### src/rtl/rbs_pkg.sv
// Shared types and helpers for the record buffer sequencer.
// Holds the sequencer state encoding and the elaboration-time width helper.
package rbs_pkg;

   typedef enum logic [1:0] {
      IDLE = 2'd0,
      RUN  = 2'd1,
      DONE = 2'd2
   } state_t;

   localparam int DEF_N_BUF = 6;

   // Smallest width able to index v distinct values.
   function automatic int clog2(input int v);
      int w;
      w = 0;
      while ((1 << w) < v) begin
         w = w + 1;
      end
      return w;
   endfunction

endpackage

### src/rtl/rbs_holdoff.sv
// Loadable down-counter used to ignore pulses for a while after an accepted one.
// expired is high whenever the count has reached zero.
module rbs_holdoff #(
   parameter int HOLD_W = 8
) (
   input  logic              clk,
   input  logic              reset,
   input  logic              load,
   input  logic [HOLD_W-1:0] load_val,
   output logic              expired
);

   logic [HOLD_W-1:0] count;

   always_ff @(posedge clk) begin
      if (reset) begin
         count <= '0;
      end else if (load) begin
         count <= load_val;
      end else if (count != '0) begin
         count <= count - 1'b1;
      end
   end

   assign expired = (count == '0);

endmodule

### src/rtl/record_buffer_sequencer.sv
// Walks an active index across N_BUF record buffers and emits a one-hot stop
// strobe once the current buffer has seen the programmed number of pulses.
module record_buffer_sequencer
   import rbs_pkg::*;
#(
   parameter int N_BUF  = DEF_N_BUF,
   parameter int IDX_W  = 3,
   parameter int CNT_W  = 8,
   parameter int HOLD_W = 8
) (
   input  logic              clk,
   input  logic              reset,
   input  logic              start_rec,
   input  logic              abort,
   input  logic              pulse,
   input  logic [CNT_W-1:0]  cfg_ppb,
   input  logic              cfg_wrap,
   input  logic [HOLD_W-1:0] cfg_holdoff,
   output logic [N_BUF-1:0]  stop_pulse,
   output logic [IDX_W-1:0]  cur_buf,
   output logic              busy,
   output logic              done,
   output logic              wrapped,
   output logic              dropped,
   output state_t            fsm_state
);

   generate
      if (IDX_W < clog2(N_BUF)) begin : g_bad_idx_w
         $error("IDX_W too small for N_BUF");
      end
   endgenerate

   // Handshake note: pulse, start_rec and abort are plain level strobes sampled
   // on every rising edge; there is no ready back-pressure on any input.

   state_t             state, state_n;
   logic [CNT_W-1:0]   cnt, cnt_n;
   logic [IDX_W-1:0]   cur_n;
   logic [CNT_W-1:0]   ppb_q, ppb_n;
   logic               wrap_q, wrap_n;
   logic [HOLD_W-1:0]  hold_q, hold_n;
   logic [N_BUF-1:0]   stop_q, stop_n;
   logic               wrapped_n, dropped_n;
   logic               ho_load;
   logic [HOLD_W-1:0]  ho_val;
   logic               ho_expired;
   logic               last_pulse;
   logic               last_buf;

   rbs_holdoff #(.HOLD_W(HOLD_W)) u_holdoff (
      .clk      (clk),
      .reset    (reset),
      .load     (ho_load),
      .load_val (ho_val),
      .expired  (ho_expired)
   );

   assign last_pulse = (({1'b0, cnt} + 1'b1) == {1'b0, ppb_q});
   assign last_buf   = (cur_buf == IDX_W'(N_BUF - 1));

   always_comb begin
      state_n   = state;
      cnt_n     = cnt;
      cur_n     = cur_buf;
      ppb_n     = ppb_q;
      wrap_n    = wrap_q;
      hold_n    = hold_q;
      stop_n    = '0;
      wrapped_n = wrapped;
      dropped_n = dropped;
      ho_load   = 1'b0;
      ho_val    = hold_q;

      if (abort) begin
         state_n = IDLE;
         cnt_n   = '0;
         cur_n   = '0;
         ho_load = 1'b1;
         ho_val  = '0;
      end else if (start_rec) begin
         state_n   = RUN;
         ppb_n     = (cfg_ppb == '0) ? CNT_W'(1) : cfg_ppb;
         wrap_n    = cfg_wrap;
         hold_n    = cfg_holdoff;
         cnt_n     = '0;
         cur_n     = '0;
         wrapped_n = 1'b0;
         dropped_n = 1'b0;
         ho_load   = 1'b1;
         ho_val    = '0;
      end else if ((state == RUN) && pulse) begin
         if (ho_expired) begin
            ho_load = 1'b1;
            ho_val  = hold_q;
            if (last_pulse) begin
               stop_n = {{(N_BUF-1){1'b0}}, 1'b1} << cur_buf;
               cnt_n  = '0;
               if (!last_buf) begin
                  cur_n = cur_buf + 1'b1;
               end else if (wrap_q) begin
                  cur_n     = '0;
                  wrapped_n = 1'b1;
               end else begin
                  state_n = DONE;
               end
            end else begin
               cnt_n = cnt + 1'b1;
            end
         end else begin
            dropped_n = 1'b1;
         end
      end
   end

   always_ff @(posedge clk) begin
      if (reset) begin
         state   <= IDLE;
         cnt     <= '0;
         cur_buf <= '0;
         ppb_q   <= CNT_W'(1);
         wrap_q  <= 1'b0;
         hold_q  <= '0;
         stop_q  <= '0;
         wrapped <= 1'b0;
         dropped <= 1'b0;
      end else begin
         state   <= state_n;
         cnt     <= cnt_n;
         cur_buf <= cur_n;
         ppb_q   <= ppb_n;
         wrap_q  <= wrap_n;
         hold_q  <= hold_n;
         stop_q  <= stop_n;
         wrapped <= wrapped_n;
         dropped <= dropped_n;
      end
   end

   // A strobe already loaded for this cycle is killed by reset/abort/restart
   // arriving in the same cycle, so the buffer is never stopped after a cancel.
   assign stop_pulse = stop_q & ~{N_BUF{reset | abort | start_rec}};
   assign busy       = (state == RUN);
   assign done       = (state == DONE);
   assign fsm_state  = state;

endmodule

### config.mk
export PLATFORM = sky130hd
export DESIGN_NAME = record_buffer_sequencer
export DESIGN_NICKNAME = d
export VERILOG_FILES = /design/src/rtl/rbs_pkg.sv /design/src/rtl/rbs_holdoff.sv /design/src/rtl/record_buffer_sequencer.sv
export SDC_FILE = /design/constraint.sdc
export NUM_CORES = 1
export LEC_CHECK = 0
export BUFFER_PORTS_ARGS = -buffer_cell sky130_fd_sc_hd__buf_2
export CAP_MARGIN = 20
export CORE_ASPECT_RATIO = 0.6
export CORE_MARGIN = 2
export CORE_UTILIZATION = 50
export DETAILED_ROUTE_END_ITERATION = 7
export PLACE_DENSITY = 0.76
export SETUP_SLACK_MARGIN = 0.4
export SLEW_MARGIN = 15
export SYNTH_ARGS = -nofsm -noshare
export SYNTH_HDL_FRONTEND = slang
export SYNTH_HIERARCHICAL = 1
export SYNTH_SLANG_ARGS = --single-unit
### constraint.sdc
create_clock -name clk -period 6.4 [get_ports clk]
set_clock_uncertainty 0.1 [all_clocks]
set_input_delay 0.32 -clock clk [delete_from_list [all_inputs] [get_ports clk]]
set_output_delay 0.32 -clock clk [all_outputs]
set_load 0.01 [all_outputs]
==> results of run 1 <==
-- flip-flops by register name, indices dropped and copies added, names as in the netlist, 2 cells and up --
signal and cells:
u_holdoff/count 8, cur_buf 3, cnt 8, hold_q 8, fsm_state 2, stop_q 6
ppb_q 8
-- cell families (layout without fill, tap and decap cells) --
group | Yosys count | count (layout)
buf+inv | 23 | 52
compound gates | 55 | 55
flops | 46 | 46
fa+ha+maj | 2 | 2
xor+xnor | 14 | 14
simple gates | 108 | 108
mux | 1 | 1
-- area by class of cell --
class,count,area share
multi-input cells,180,0.4761
flip-flops and latches,46,0.3658
repair buffers,38,0.07753
clock buffers,7,0.03827
well taps,60,0.02982
inverters,6,0.008946
clock inverters,1,0.003479
-- per-layer routing --
layer / vias to the layer above / GRT usage / wire (um)
met5: - / 0 / 0
met4: 0 / 0.06374 / 37
met3: 6 / 0.04878 / 292
met2: 61 / 0.2760 / 1957
met1: 884 / 0.3040 / 2593
li1: 959 / - / -
-- synthesized netlist by cell type, types with 2 or more instances --
library cell  count
a22o_1           16
xnor2_1           8
nor3_1           13
xor2_1            6
dfxtp_1          46
inv_1             6
clkbuf_1         10
nor4_4            2
nand3_1           8
or2_2             3
and2_1           16
nand2_1          21
a31oi_1           2
a21oi_1          11
nor3b_1           4
or3_1             3
nor2_1           10
a211oi_1          2
ha_1              2
o21ai_0           7
buf_2             4
and3_1            4
nand3b_1          2
o21a_1            3
nand4_1           3
a21o_1            2
nor4_1            6
nor2b_1           5
o32ai_1           4
-- through the flow --
step | cells | setup slack, ns | hold WS, ns
final | 338 | 3.321 | 0.1203
after global routing | 338 | 3.061 | 0.1067
after CTS | 338 | 3.344 | 0.1145
after detailed placement | 330 | 3.379 | 0.3562
after global placement | 330 | 3.503 | 0.3516
after floorplan | 249 | 3.998 | 0.3374
-- power groups by stage --
stage / registers, uW / logic [uW] / clock network (uW)
2_1_floorplan: 308 / 51.8 / 0
3_3_place_gp: 309 / 66.8 / 0
3_5_place_dp: 309 / 67.8 / 0
4_1_cts: 302 / 68.1 / 203
5_1_grt: 304 / 76.0 / 216
6_report: 303 / 68.5 / 198
-- how the worst max path moves through the flow --
stage                            start          to  slack, ns  depth (start not counted)
detailed placement  u_holdoff/count[3]  cur_buf[1]       3.38                          6
global route        u_holdoff/count[3]  cur_buf[1]       3.06                          6
CTS                 u_holdoff/count[3]  cur_buf[1]       3.34                          6
finish              u_holdoff/count[3]  cur_buf[1]       3.32                          6
global placement    u_holdoff/count[3]  cur_buf[1]       3.50                          6
floorplan                       cnt[0]  cur_buf[1]       4.00                          8
-- worst max-delay path, delay by kind of cell (launching register included) --
kind	cells	cell delay, ns
flops	1	0.37
simple gates	5	2.40
compound gates	1	0.14
==> impl_metrics.toml, run 1 <==
[synth]
synthArstFlopShare = 0
synthSimpleGateAreaFrac = 0.2866
synth_compound_gate_area_share = 0.1819
yosysSeqAreaShare = 0.4144
synth-xor-area-share = 0.05518
ys_ff_latch = 46
synth_cells = 249
synth.avg_cell_area_sq_um = 8.924
synth_area_sq_um = 2222
synth_edf_count = 0
synth_nets = 273
synth_fa_ha_area_frac = 0.01126
synth_top_family_by_area = "simple AND/OR/NAND/NOR gates"
muxShareOfSynthArea = 0.004505
synth_largest_area_cell = "dfxtp_1"
yosysWarnings = 6
synth_area_leaders = "dfxtp_1 (41%), a22o_1 (6.3%), and2_1 (4.5%)"
synth_flop_cell = "dfxtp_1"
synth_cell_types = 49
yosysTopAreaCellShare = 0.4144

[setup_path]
required_ns = 6.53
r2r.worst_path.cells = 6
worstSetupPathType = "reg2reg"
slowest_delay_ns = 0.75
worst_setup_path_start_kind = "register"
arrival_ns = 3.21
crit_slowest_cell = "nor4_4"
crit_path_cell_trace = "nor4_4 > and4bb_1 > nand2_1 > nor4_4 > or4b_1 > a21oi_1"
r2r_setup_slack_ns = 3.32
r2r-start = "u_holdoff/count[3]"
path_max_fanout = 15
critical_path.most_common_cell = "nor4_4"
r2r-end = "cur_buf[1]"
critPathCaptureType = "register"

[pwr]
swShare = 0.2560
design_power_total_uw = 569.2
p_clk_frac = 0.348
power_frac_comb = 0.120
p_int_uw = 423.5
switchingPower_uw = 145.7
pwr-share-seq = 0.532
p_leak_uw = 0.001011
peakVddDrop_uv = 147.3
powerDensity_nw_per_um2 = 226.1

[global_routing]
grt_overflow = 0
antenna_found_initial = 0
grt_pass1_wl_um = 8217
grt.total_usage = 0.2002
grt_pass1_vias = 1748
grt_max_degree = 20

[placement]
port_buffers = 36
post-dp-hpwl_um = 3494
post_dp_cell_area_sq_um = 2412
gp_congestion = 0.8227

[final_layout]
stdcell_area_sq_um = 2517
drive_gt1_frac = 0.1978
n_antenna_cell = 0
layout_common_cells = "dfxtp_1 (46), buf_2 (36), nand2_1 (21)"
area_growth_pct = 13.29
multiInputGateArea_sq_um = 1199
regArea_sq_um = 920.9
fill_cells = 383
mostFrequentLayoutCell = "dfxtp_1"
final_core_util = 0.6010
nets = 301

[timing]
period_minus_slack_ns = 3.079
setup_violations = 0
worst-slew-pin-transition_ns = 0.7550
fmax_mhz = 324.8
rsz0062_at_grt = "false"
final_hold_viol_count = 0
final.setup.tns_ns = 0
drv_slew = 0
timing.final.crit_share = 0.4811
slew_headroom = 0.4929

[clocking]
cts_buffers = 5
cts.reportedPaths.clkPinSlew_ns = 0.09
clock_latency_ns = 0.30
cts_setup_buffers = 0
ctsResizeCount = 0
cts.sink_count = 46
clock_tree.buffer_depth = 2
root_buffer = "clkbuf_8"
cts_max_level = 2
cts_tree = "built"
postCtsHoldBufs = 0

[min_path]
hold_path_end = "hold_q[0]"
hold_start = "cfg_holdoff[0]"
hold_depth = 2
hold_class = "in2reg"

[run]
maxCapViolations = 0

[run_status]
outcome = "complete, no violations"

[die]
io_pins = 37
die_width_um = 90.07
start_util = 0.5305
dieArea_sq_um = 5011
coreArea_sq_um = 4189
rows = 18
die_h_um = 55.64

[detailed_routing]
routed_via_density = 5.651
drtIter0Drc = 74
drc_errors = 0
routed_wl_um = 4881
routedWlPerCell_um = 14.44
num_vias = 1910
ant_nets = 0
first_pass_iters = 4
Power figures use the tool's default switching activity.
==> run 2: changes to the inputs <==
==> constraint.sdc (replaced) <==
create_clock -name clk -period 2.9 [get_ports clk]
set_clock_uncertainty 0.1 [all_clocks]
set_input_delay 0.145 -clock clk [delete_from_list [all_inputs] [get_ports clk]]
set_output_delay 0.145 -clock clk [all_outputs]
set_load 0.01 [all_outputs]
==> impl_metrics.toml, run 2 (synthesis gave the netlist of run 1 again) <==
[run_status]
outcome = "complete, no violations"

[setup_path]
worstSetupPathType = "reg2reg"
path_max_fanout = 8
required_ns = 3.04
critPathTopFamily = "simple AND/OR/NAND/NOR gates"
slowest_delay_ns = 0.48
critPathCaptureType = "register"
arrival_ns = 2.52
path_buf_inv = 1
worst_setup_path_start_kind = "register"
crit_path_cell_trace = "ha_4 > nand3_1 > xor2_1 > a2111o_1 > nor4_4 > buf_4 > nand3b_1 > nor3b_2"
crit_slowest_cell = "a2111o_1"

[timing]
final_hold_viol_count = 0
worst-slew-pin-transition_ns = 0.6524
timing.final.crit_share = 0.8192
period_minus_slack_ns = 2.376
drv_slew = 0
slew_headroom = 0.5651
holdWs_ns = 0.001422
final.setup.tns_ns = 0
setup_violations = 0
rsz0062_at_grt = "false"
fmax_mhz = 420.9

[detailed_routing]
ant_nets = 0
drc_errors = 0
num_vias = 2015
first_pass_iters = 5
drtIter0Drc = 125
routed_wl_um = 5404
routed_via_density = 5.566
routedWlPerCell_um = 14.93

[final_layout]
layout_common_cells = "dfxtp_1 (42), buf_2 (36), nand2_1 (21)"
mostFrequentLayoutCell = "dfxtp_1"
area_growth_pct = 25.28
regArea_sq_um = 930.9
multiInputGateArea_sq_um = 1234
fill_cells = 366
final_core_util = 0.6646
n_antenna_cell = 0
nets = 325
drive_gt1_frac = 0.2351

[clocking]
cts.sink_count = 46
cts_tree = "built"
root_buffer = "clkbuf_8"
clock_tree.buffer_depth = 2
cts_max_level = 2
clock_latency_ns = 0.30
cts_buffers = 5
cts.reportedPaths.clkPinSlew_ns = 0.08

[die]
dieArea_sq_um = 5011
coreArea_sq_um = 4189
start_util = 0.5305
die_h_um = 55.64
io_pins = 37
die_width_um = 90.07
rows = 18

[global_routing]
grt_max_degree = 17
grt.total_usage = 0.2233
grt_overflow = 0
grt_pass1_vias = 1939
grt_pass1_wl_um = 8880
antenna_found_initial = 0

[placement]
port_buffers = 36
post-dp-hpwl_um = 3706
gp_congestion = 0.8036

[pwr]
powerDensity_nw_per_um2 = 473.9
p_leak_uw = 0.001123
design_power_total_uw = 1319
peakVddDrop_uv = 297.0

[min_path]
hold_class = "in2reg"

[run]
maxCapViolations = 0
## run 2: repair_timing
item                       4_1_cts  5_1_grt
hold endpoints to repair        16        0
setup buffers                    0        3
pin swaps                        0        4
setup endpoints to repair        9        9
gates resized for setup          3       11
hold buffers                    16        0
## run 2: stage by stage
stage               setup WS [ns]  cell area (sq um)  cells
floorplan                  0.4982               2222    249
global placement           0.4132               2450    335
detailed placement         0.2806               2450    335
CTS                        0.4044               2721    359
global route               0.4213               2784    362
finish                     0.5244               2784    362
## run 2: layout make-up
cell class / instances / share of cell area
clock buffers: 7 / 0.02742
clock inverters: 1 / 0.01079
inverters: 6 / 0.008090
multi-input cells: 180 / 0.4431
flip-flops and latches: 46 / 0.3344
well taps: 60 / 0.02697
repair buffers: 62 / 0.1492
## run 2: worst paths after layout
| path | startpoint | end | slack, ns | cells after the start |
|---|---|---|---|---|
| worst max-delay path | cnt[0] | stop_q[2] | 0.52 | 8 |
| worst min-delay path | cfg_ppb[0] | ppb_q[0] | 0.001 | 3 |
| worst min register to register | ppb_q[0] | ppb_q[0] | 0.37 | 2 |
| worst max register to register | cnt[0] | stop_q[2] | 0.52 | 8 |
## run 2: worst min-delay path, stage by stage
cell and delay (ns):
buf_2 0.09, nor3_1 0.04, a21oi_1 0.09
## run 2: where the power goes
group | internal [uW] | switching [uW] | leakage (uW)
Clock | 258 | 216 | 0.0000524
Sequential | 649 | 17.4 | 0.000376
Combinational | 86.9 | 91.8 | 0.000694
Total | 994 | 325 | 0.00112
## run 2: layer usage
layer,up-vias,part of all wire,global-route usage
met2,65,0.42,0.3340
li1,1006,-,-
met3,10,0.057,0.04878
met1,934,0.50,0.3155
met4,0,0.017,0.08791
met5,-,0,0
